### config.mk
export PLATFORM = sky130hd
export DESIGN_NAME = fetch_unit
export DESIGN_NICKNAME = d
export VERILOG_FILES = /design/src/rtl/fetch_unit.sv
export SDC_FILE = /design/constraint.sdc
export NUM_CORES = 1
export LEC_CHECK = 0
export ABC_AREA = 1
export BUFFER_PORTS_ARGS = -buffer_cell sky130_fd_sc_hd__buf_2
export CORE_UTILIZATION = 35
export CTS_CLUSTER_DIAMETER = 50
export DETAILED_ROUTE_END_ITERATION = 8
export GPL_TIMING_DRIVEN = 0
export PLACE_DENSITY_LB_ADDON = 0.2
export RECOVER_POWER = 50
export SLEW_MARGIN = 15
export SYNTH_ARGS = -nofsm -noshare
export SYNTH_HDL_FRONTEND = slang
export SYNTH_SLANG_ARGS = --single-unit
### constraint.sdc
create_clock -name CLK -period 3.9 [get_ports CLK]
set_clock_uncertainty 0.15 [all_clocks]
set_input_delay 0.585 -clock CLK [delete_from_list [all_inputs] [get_ports CLK]]
set_output_delay 0.585 -clock CLK [all_outputs]
set_load 0.02 [all_outputs]
### src/rtl/fetch_unit.sv
//------------------------------------------------------------------------------
// fetch_unit
//
// Instruction fetch stage with a direct-mapped branch target buffer (BTB).
// Each cycle the current PC is looked up in the BTB. A hit with a counter in
// a taken state predicts the stored target. Otherwise the next sequential PC
// (pc + 4, wrapping at 12 bits) is predicted. The next PC is chosen from
// halt, redirect, stall and prediction, in that priority order. A sticky HALT
// state freezes the PC until reset.
//
// Ports
//   CLK           sole clock, rising edge
//   RSTn          synchronous active-low reset
//   stall_i       hold PC and the IF/ID latch
//   redirect_i    restart fetch at redirectPc_i (overrides stall)
//   redirectPc_i  corrected PC
//   halt_i        halt confirmed downstream; enter HALT
//   upd_i         branch resolution update strobe
//   updPc_i       PC of the resolved branch
//   updTaken_i    resolved direction
//   updTarget_i   resolved target
//   imemAddr_o    instruction memory address (registered PC)
//   pc_o          PC of the slot being fetched (registered PC)
//   branchPc_o    predicted next PC, zero-extended to 32 bits
//   bpr_o         predicted-taken flag
//   flush_o       current fetch slot is invalid
//   latchn_o      IF/ID latch enable, active-low (0 = capture)
//------------------------------------------------------------------------------
module fetch_unit #(
  parameter int unsigned BTB_ENTRIES = 16
) (
  input  logic        CLK,
  input  logic        RSTn,
  input  logic        stall_i,
  input  logic        redirect_i,
  input  logic [11:0] redirectPc_i,
  input  logic        halt_i,
  input  logic        upd_i,
  input  logic [11:0] updPc_i,
  input  logic        updTaken_i,
  input  logic [11:0] updTarget_i,
  output logic [11:0] imemAddr_o,
  output logic [11:0] pc_o,
  output logic [31:0] branchPc_o,
  output logic        bpr_o,
  output logic        flush_o,
  output logic        latchn_o
);

  localparam int unsigned IDX_W = $clog2(BTB_ENTRIES);
  localparam int unsigned TAG_W = 10 - IDX_W;

  typedef enum logic {
    S_RUN  = 1'b0,
    S_HALT = 1'b1
  } state_t;

  // ---------------------------------------------------------------------------
  // State
  // ---------------------------------------------------------------------------
  state_t            r_state;
  logic [11:0]       r_pc;

  logic [BTB_ENTRIES-1:0] r_valid;
  logic [TAG_W-1:0]       r_tag    [BTB_ENTRIES];
  logic [11:0]            r_target [BTB_ENTRIES];
  logic [1:0]             r_ctr    [BTB_ENTRIES];

  // ---------------------------------------------------------------------------
  // Lookup on the current PC (pre-edge BTB contents)
  // ---------------------------------------------------------------------------
  logic [IDX_W-1:0] w_lkIdx;
  logic [TAG_W-1:0] w_lkTag;
  logic             w_lkHit;
  logic             w_bpr;
  logic [11:0]      w_pcPlus4;
  logic [11:0]      w_predPc;

  assign w_lkIdx   = r_pc[IDX_W+1:2];
  assign w_lkTag   = r_pc[11:IDX_W+2];
  assign w_lkHit   = r_valid[w_lkIdx] && (r_tag[w_lkIdx] == w_lkTag);
  // Gated by RSTn so no prediction is reported while reset is held.
  assign w_bpr     = RSTn & w_lkHit & r_ctr[w_lkIdx][1];
  assign w_pcPlus4 = r_pc + 12'd4;
  assign w_predPc  = w_bpr ? r_target[w_lkIdx] : w_pcPlus4;

  // ---------------------------------------------------------------------------
  // Update path
  // ---------------------------------------------------------------------------
  logic [IDX_W-1:0] w_upIdx;
  logic [TAG_W-1:0] w_upTag;
  logic             w_upHit;
  logic [1:0]       w_upCtr;
  logic [1:0]       w_ctrNext;
  logic             w_unused;

  assign w_upIdx = updPc_i[IDX_W+1:2];
  assign w_upTag = updPc_i[11:IDX_W+2];
  assign w_upHit = r_valid[w_upIdx] && (r_tag[w_upIdx] == w_upTag);
  assign w_upCtr = r_ctr[w_upIdx];

  // Byte offset of the branch PC does not take part in indexing or tagging.
  assign w_unused = ^updPc_i[1:0];

  // Two-bit saturating counter step.
  always_comb begin
    w_ctrNext = w_upCtr;
    if (updTaken_i) begin
      if (w_upCtr != 2'b11) w_ctrNext = w_upCtr + 2'd1;
    end else begin
      if (w_upCtr != 2'b00) w_ctrNext = w_upCtr - 2'd1;
    end
  end

  // Valid bits are the only BTB state that needs reset.
  always_ff @(posedge CLK) begin
    if (!RSTn) begin
      r_valid <= '0;
    end else if (upd_i && (w_upHit || updTaken_i)) begin
      r_valid[w_upIdx] <= 1'b1;
    end
  end

  // Tag, target and counter storage; meaningless while the entry is invalid.
  always_ff @(posedge CLK) begin
    if (RSTn && upd_i) begin
      if (w_upHit) begin
        r_ctr[w_upIdx] <= w_ctrNext;
        if (updTaken_i) r_target[w_upIdx] <= updTarget_i;
      end else if (updTaken_i) begin
        r_tag[w_upIdx]    <= w_upTag;
        r_target[w_upIdx] <= updTarget_i;
        r_ctr[w_upIdx]    <= 2'b10;
      end
    end
  end

  // ---------------------------------------------------------------------------
  // RUN/HALT state machine and PC register
  // ---------------------------------------------------------------------------
  always_ff @(posedge CLK) begin
    if (!RSTn) begin
      r_state <= S_RUN;
      r_pc    <= '0;
    end else begin
      case (r_state)
        S_RUN: begin
          if (halt_i) begin
            r_state <= S_HALT;
          end else if (redirect_i) begin
            r_pc <= redirectPc_i;
          end else if (!stall_i) begin
            r_pc <= w_predPc;
          end
        end
        S_HALT: begin
          r_state <= S_HALT;
        end
        default: begin
          r_state <= S_RUN;
        end
      endcase
    end
  end

  // ---------------------------------------------------------------------------
  // Outputs
  // ---------------------------------------------------------------------------
  assign imemAddr_o = r_pc;
  assign pc_o       = r_pc;
  assign branchPc_o = {20'b0, w_predPc};
  assign bpr_o      = w_bpr;
  assign flush_o    = ~RSTn | redirect_i | halt_i | (r_state == S_HALT);
  // In HALT the latch keeps capturing so flushed slots propagate.
  assign latchn_o   = RSTn & (r_state == S_RUN) & stall_i & ~redirect_i & ~halt_i;

endmodule

==> impl_metrics.ini, run 1 <==
[run_status]
status = finished, final reports clean

[synthesis]
ys.flop_type = edfxtp_1
synth_top_cell_by_area = edfxtp_1
post-synth-top-count-cell = edfxtp_1
synth_cell_types = 37
syn_inst = 1586
syn_area_per_cell_um2 = 10.2
synth-edff-count = 320
synth_common_cells = 320 x edfxtp_1, 272 x nand2_1, 240 x nor2_1, 155 x o21ai_0, 123 x nand3_1
ys_seq_elements = 353
syn-cell-area_um2 = 16100
async_reset_ff_frac = 0
yosysWarnings = 0
synthTopCellsByArea = edfxtp_1 60%, nand2_1 6.3%, nor2_1 5.6%, o21ai_0 4.8%, dfxtp_1 4.1%
ys_seq_area_frac = 0.636
synth_top_area_frac = 0.595

[sta]
rsz0062_at_grt = true
fin_hold_ws_ps = 94.3
post-route-period-util = 0.987
slew_headroom = 0.328
fin_crit_ps = 3850
slew_violations = 0
tightestPinTransition_ps = 1010
hold_viol = 0
setup_violations = 0
fmax_mhz = 260

[pwr]
clkPwrFrac = 0.425
peakVddDrop_v = 0.000330
switching_share = 0.256
seq_power_share = 0.471
power.internal_uw = 6630
p_per_area_nw_per_um2 = 466
p_leak_uw = 0.00724
switchingPower_uw = 2280
pwr-share-comb = 0.104

[floorplanning]
core-area_um2 = 45500
io_pins = 102
die_h_um = 217
dieArea_um2 = 47000
rows = 78
start_util = 0.355
fp.dieW_um = 217

[cts]
clockRootBuffer = clkbuf_16
cts_sinks = 353
cts_tree = yes
cts_buffers = 44
insertion_delay_ps = 570
clockBufferDepth = 3
clk_pin_slew_ps = 60
hold_buffers = 0
htree_num_levels = 2

[min_path]
hold_path_class = primary input to flop

[worst_setup_path]
cp_max_fo = 10
end_kind = output port
crit_required_ps = 3160
arrival_ps = 3120
worst_setup_path_start_kind = flop
criticalPathCategory = flop to output port

[global_routing]
antenna_found_initial = 0
grt_pass1_wl_um = 77100
grtUsageTotal = 0.223
grt_max_degree = 19
grt_pass1_vias = 12000
grt_overflow = 0

[placed_design]
dp_hpwl_um = 36000
place_area_um2 = 17400
globalplace.congestion = 0.925
numPortBuffers = 78

[layout]
n_antenna_cell = 0
syn_to_final_growth_pct = 18.4
final_cell_area_um2 = 19100
nets = 1777
drive_gt1_frac = 0.169
fillerInstances = 4397
final_core_util = 0.420

[drt]
drc_errors = 0
vias_per_cell = 5.35
drtIter0Drc = 1486
wl_per_cell_um = 22.3
dr.pass1.iters = 8
wl_um = 52800
ant_nets = 0
vias = 12600

[flow_run]
drv_cap = 0
-- critical path, stage by stage (launching register included) --
cell and delay [ps]:
dfxtp_4 390, inv_1 140, buf_4 230, buf_6 230, clkbuf_2 270, o21ai_0 150
o22ai_2 200, o21ai_0 170, o22ai_1 330, nand3_1 140, nand2_1 110, buf_2 160
-- through the flow --
stage          worst slack (ps)  power [uW]  instances  TNS, ps
5_1_grt                   -17.4        9160       2364    -26.8
6_report                   49.3        8910       2364        0
3_5_place_dp               -138        5130       2286     -847
4_1_cts                   -9.34        8900       2362    -9.34
2_1_floorplan              1110        4770       1605        0
3_3_place_gp               -134        5120       2283    -1900
-- worst paths after layout --
| kind | startpoint | to | slack, ps | depth (start not counted) |
|---|---|---|---|---|
| worst max-delay path | flop | branchPc_o[8] | 50 | 11 |
| worst min-delay path | halt_i | r_state$_SDFF_PN0_ | 90 | 3 |
| worst max register to register | r_valid[4]$_SDFFE_PN0P_ | r_tag[5][4]$_DFFE_PP_ | 880 | 11 |
| worst min register to register | r_valid[0]$_SDFFE_PN0P_ | r_valid[0]$_SDFFE_PN0P_ | 310 | 2 |
-- registers in the layout, summed over array words and instances, names as in the netlist, named ones only --
signal / cells
r_tag: 96
r_target: 192
r_valid: 16
r_state: 1
r_ctr: 32
imemAddr_o: 12
-- power groups by stage --
stage	Sequential, uW	Clock [uW]	Combinational [uW]
after floorplan	4270	0	502
after global placement	4270	0	848
after detailed placement	4270	0	854
after CTS	4200	3830	879
after global routing	4200	3970	990
final	4200	3790	925
-- layer usage --
metal,GRT usage,share of wire,vias to the layer above
met5,0,0,-
met4,0.102,0.042,0
met3,0.0330,0.079,118
met2,0.357,0.46,616
met1,0.298,0.42,6122
li1,-,-,5782
-- cell type report --
class / instances / area (um^2) / area share
Sequential cell: 353 / 10300 / 0.537
Multi-Input combinational cell: 1016 / 5070 / 0.265
Clock buffer: 55 / 1200 / 0.0627
Buffer: 118 / 831 / 0.0435
Tap cell: 600 / 751 / 0.0393
Inverter: 117 / 447 / 0.0234
Timing Repair Buffer: 83 / 408 / 0.0213
Clock inverter: 22 / 138 / 0.00720
-- kinds of logic after synthesis --
family	synth area share
AO/OA/AOI/OAI	0.114
other	0.000232
XOR/XNOR	0.00543
AND/OR/NAND/NOR	0.172
adder cells (fa/ha/maj)	0.000775
flip-flops	0.636
buffers and inverters	0.0716
-- layout by cell type (no fill, tap or decap), drive strengths merged --
master	count
o22ai	75
a21oi	29
clkbuf	132
clkinv	18
nor3	4
nor2	244
dfxtp	33
nand3	133
a22oi	46
or2	3
clkinvlp	2
o221ai	2
nand4	1
o211ai	4
nor4	2
ha	1
conb	20
buf	124
xor2	9
inv	119
xnor2	1
nand2	278
edfxtp	320
o21ai	164
-- timing repair --
action	CTS	global route
endpoints found under the setup margin	13	13
resized for setup	53	53
buffers inserted	0	2
pin swaps	1	9
No activity file was read; power rests on OpenSTA's default activity.
==> inputs of run 2 (changes only) <==
Settings changed: REMOVE_ABC_BUFFERS set to 1.
==> run 2 against run 1 <==
Net effect:
- non-clock buffer count shrank 79
- setup slack gained 80 ps
- final cell count shrank 3.3%
- clock-buffer cell count shrank 6
- core utilization shrank 0.95 points
- die area is the same
- register-to-register slack gained 110 ps
- fmax grew 2.1%
- sequential power is essentially flat
- via count shrank 4.1%
- flip-flop and latch count is the same
==> impl_metrics.ini, run 2 (synthesis results as in run 1) <==
[run_status]
status = finished, final reports clean

[pwr]
clkPwrFrac = 0.421
switchingPower_uw = 2190
p_per_area_nw_per_um2 = 464
pwr-share-comb = 0.094
seq_power_share = 0.485
peakVddDrop_v = 0.000265
p_leak_uw = 0.00688
switching_share = 0.252
power.internal_uw = 6480

[cts]
insertion_delay_ps = 550
clockRootBuffer = clkbuf_16
htree_num_levels = 2
cts_buffers = 41
clockBufferDepth = 3
cts_sinks = 353
cts_tree = yes
clk_pin_slew_ps = 60

[drt]
ant_nets = 0
wl_um = 50700
drtIter0Drc = 1342
wl_per_cell_um = 22.2
dr_wl_met3_um = 3020
vias = 12100
wl_met2_um = 23900
dr.pass1.iters = 5
met1_length_um = 23000
routed.top_layer = met4
drc_errors = 0
vias_per_cell = 5.30

[worst_setup_path]
critPathMostFrequentCell = nand2_1
cpPeakStageDelay_ps = 350
worst-r2r-cell-count = 11
r2r-start = r_tag[8][4]$_DFFE_PP_
crit_required_ps = 3160
end_kind = output port
crit_buf_inv = 6
arrival_ps = 3040
worst_setup_path_start_kind = flop
criticalPathCategory = flop to output port
crit_family = simple AND/OR/NAND/NOR gates
r2r_setup_slack_ps = 990
crit_chain = buf_12 > inv_4 > buf_12 > nand3_1 > nand3_1 > nand2_1 > nand2_1 > nand2_1 > inv_1 > nand2_1 > nor2_4 > buf_4 > nand3_1 > nand2_1 > buf_2
cp_max_fo = 30
r2r-end = r_tag[7][2]$_DFFE_PP_
cpMaxStageDelayCell = dfxtp_4

[layout]
mostFrequentLayoutCells = 320 x edfxtp_1, 271 x nand2_1, 229 x nor2_1
final_common_cell = edfxtp_1
top_regs = r_target x192, r_tag x96, r_ctr x32
largest_reg_flops = 192
regMostFlops = r_target
syn_to_final_growth_pct = 15.7
final_core_util = 0.411
nets = 1698
drive_gt1_frac = 0.121
n_antenna_cell = 0
fin_cells = 2286

[min_path]
hold_start = halt_i
min_to = r_state$_SDFF_PN0_
hold_path_class = primary input to flop
whs_path_depth = 3

[placed_design]
dp_hpwl_um = 30600
numPortBuffers = 79
globalplace.congestion = 0.834
placedCellCount = 2188

[floorplanning]
start_util = 0.355
dieArea_um2 = 47000
die_h_um = 217
rows = 78
core-area_um2 = 45500
fp.dieW_um = 217
io_pins = 102

[sta]
fin_crit_ps = 3770
hold_viol = 0
tightestPinTransition_ps = 1060
rsz0062_at_grt = false
slew_headroom = 0.292
slew_violations = 0
fmax_mhz = 265
setup_violations = 0
post-route-period-util = 0.967

[flow_run]
drv_cap = 0

[global_routing]
antenna_found_initial = 0
grtUsageTotal = 0.211
grt_overflow = 0
grt_pass1_vias = 11200
grt_pass1_wl_um = 73500
grt_max_degree = 79
run 2: changes by cell type in the layout (fill, tap and decap cells not counted), sizes merged:
cell,change
clkbuf,-40
nor2,+2
clkinv,+3
bufbuf,+1
buf,-46
bufinv,+2
clkinvlp,+4
inv,-4
run 2: power by group through the flow:
stage | combinational [uW] | sequential [uW] | clock, uW
floorplan | 397 | 4310 | 0
detailed placement | 740 | 4300 | 0
global route | 883 | 4210 | 3870
global placement | 687 | 4340 | 0
CTS | 783 | 4210 | 3700
finish | 812 | 4200 | 3650
run 2: cell type report:
cell class                      count  area, um^2
Timing Repair Buffer              122        1000
Fill cell                        4450       26800
Inverter                          117         482
Sequential cell                   353       10300
Clock buffer                       49        1060
Tap cell                          600         751
Clock inverter                     26         205
Multi-Input combinational cell   1018        4900
Timing Repair inverter              1        5.00
run 2: per-stage QoR:
step | total power, uW | hold slack, ps | area (um^2) | TNS, ps | setup WS (ps)
2_1_floorplan | 4710 | 281 | 15500 | -69110 | -2630
3_3_place_gp | 5030 | 297 | 16600 | -337960 | -8250
3_5_place_dp | 5040 | 297 | 17100 | -94850 | -1120
4_1_cts | 8700 | 130 | 18600 | -359 | -25.4
5_1_grt | 8960 | 139 | 18700 | 0 | 3.12
6_report | 8670 | 143 | 18700 | 0 | 129
run 2: worst max-delay path by stage:
stage	slack, ps	from	end	cells after the start
CTS	-30	updPc_i[2]	r_tag[5][5]$_DFFE_PP_	14
global route	3	updPc_i[3]	r_tag[7][3]$_DFFE_PP_	14
global placement	-8250	flop	branchPc_o[5]	12
floorplan	-2630	flop	branchPc_o[2]	13
finish	130	flop	branchPc_o[0]	15
detailed placement	-1120	flop	branchPc_o[5]	10
run 2: timing repair:
action                                  4_1_cts  5_1_grt
resized for setup                            18       10
endpoints found under the hold margin         0        0
hold buffers                                  0        0
buffers inserted                             10        7
endpoints found under the setup margin       99      106
cloned                                        3        3
pin swaps                                     3        2
run 2: per-layer routing:
metal / vias to the layer above / global-route usage
li1: 5626 / -
met2: 432 / 0.339
met1: 5991 / 0.303
met3: 74 / 0.0307
met5: - / 0
met4: 0 / 0.0455
run 2: worst register-to-register path, stage by stage, from the launching register on:
cell and delay [ps]:
edfxtp_1 370, inv_1 80, o22ai_1 100, o21ai_0 280, nand2_1 150, nor2_1 130, nand2_1 60, nand3_1 110
nor2_1 50, nand2_2 130, nand2_2 210, nor2_1 720
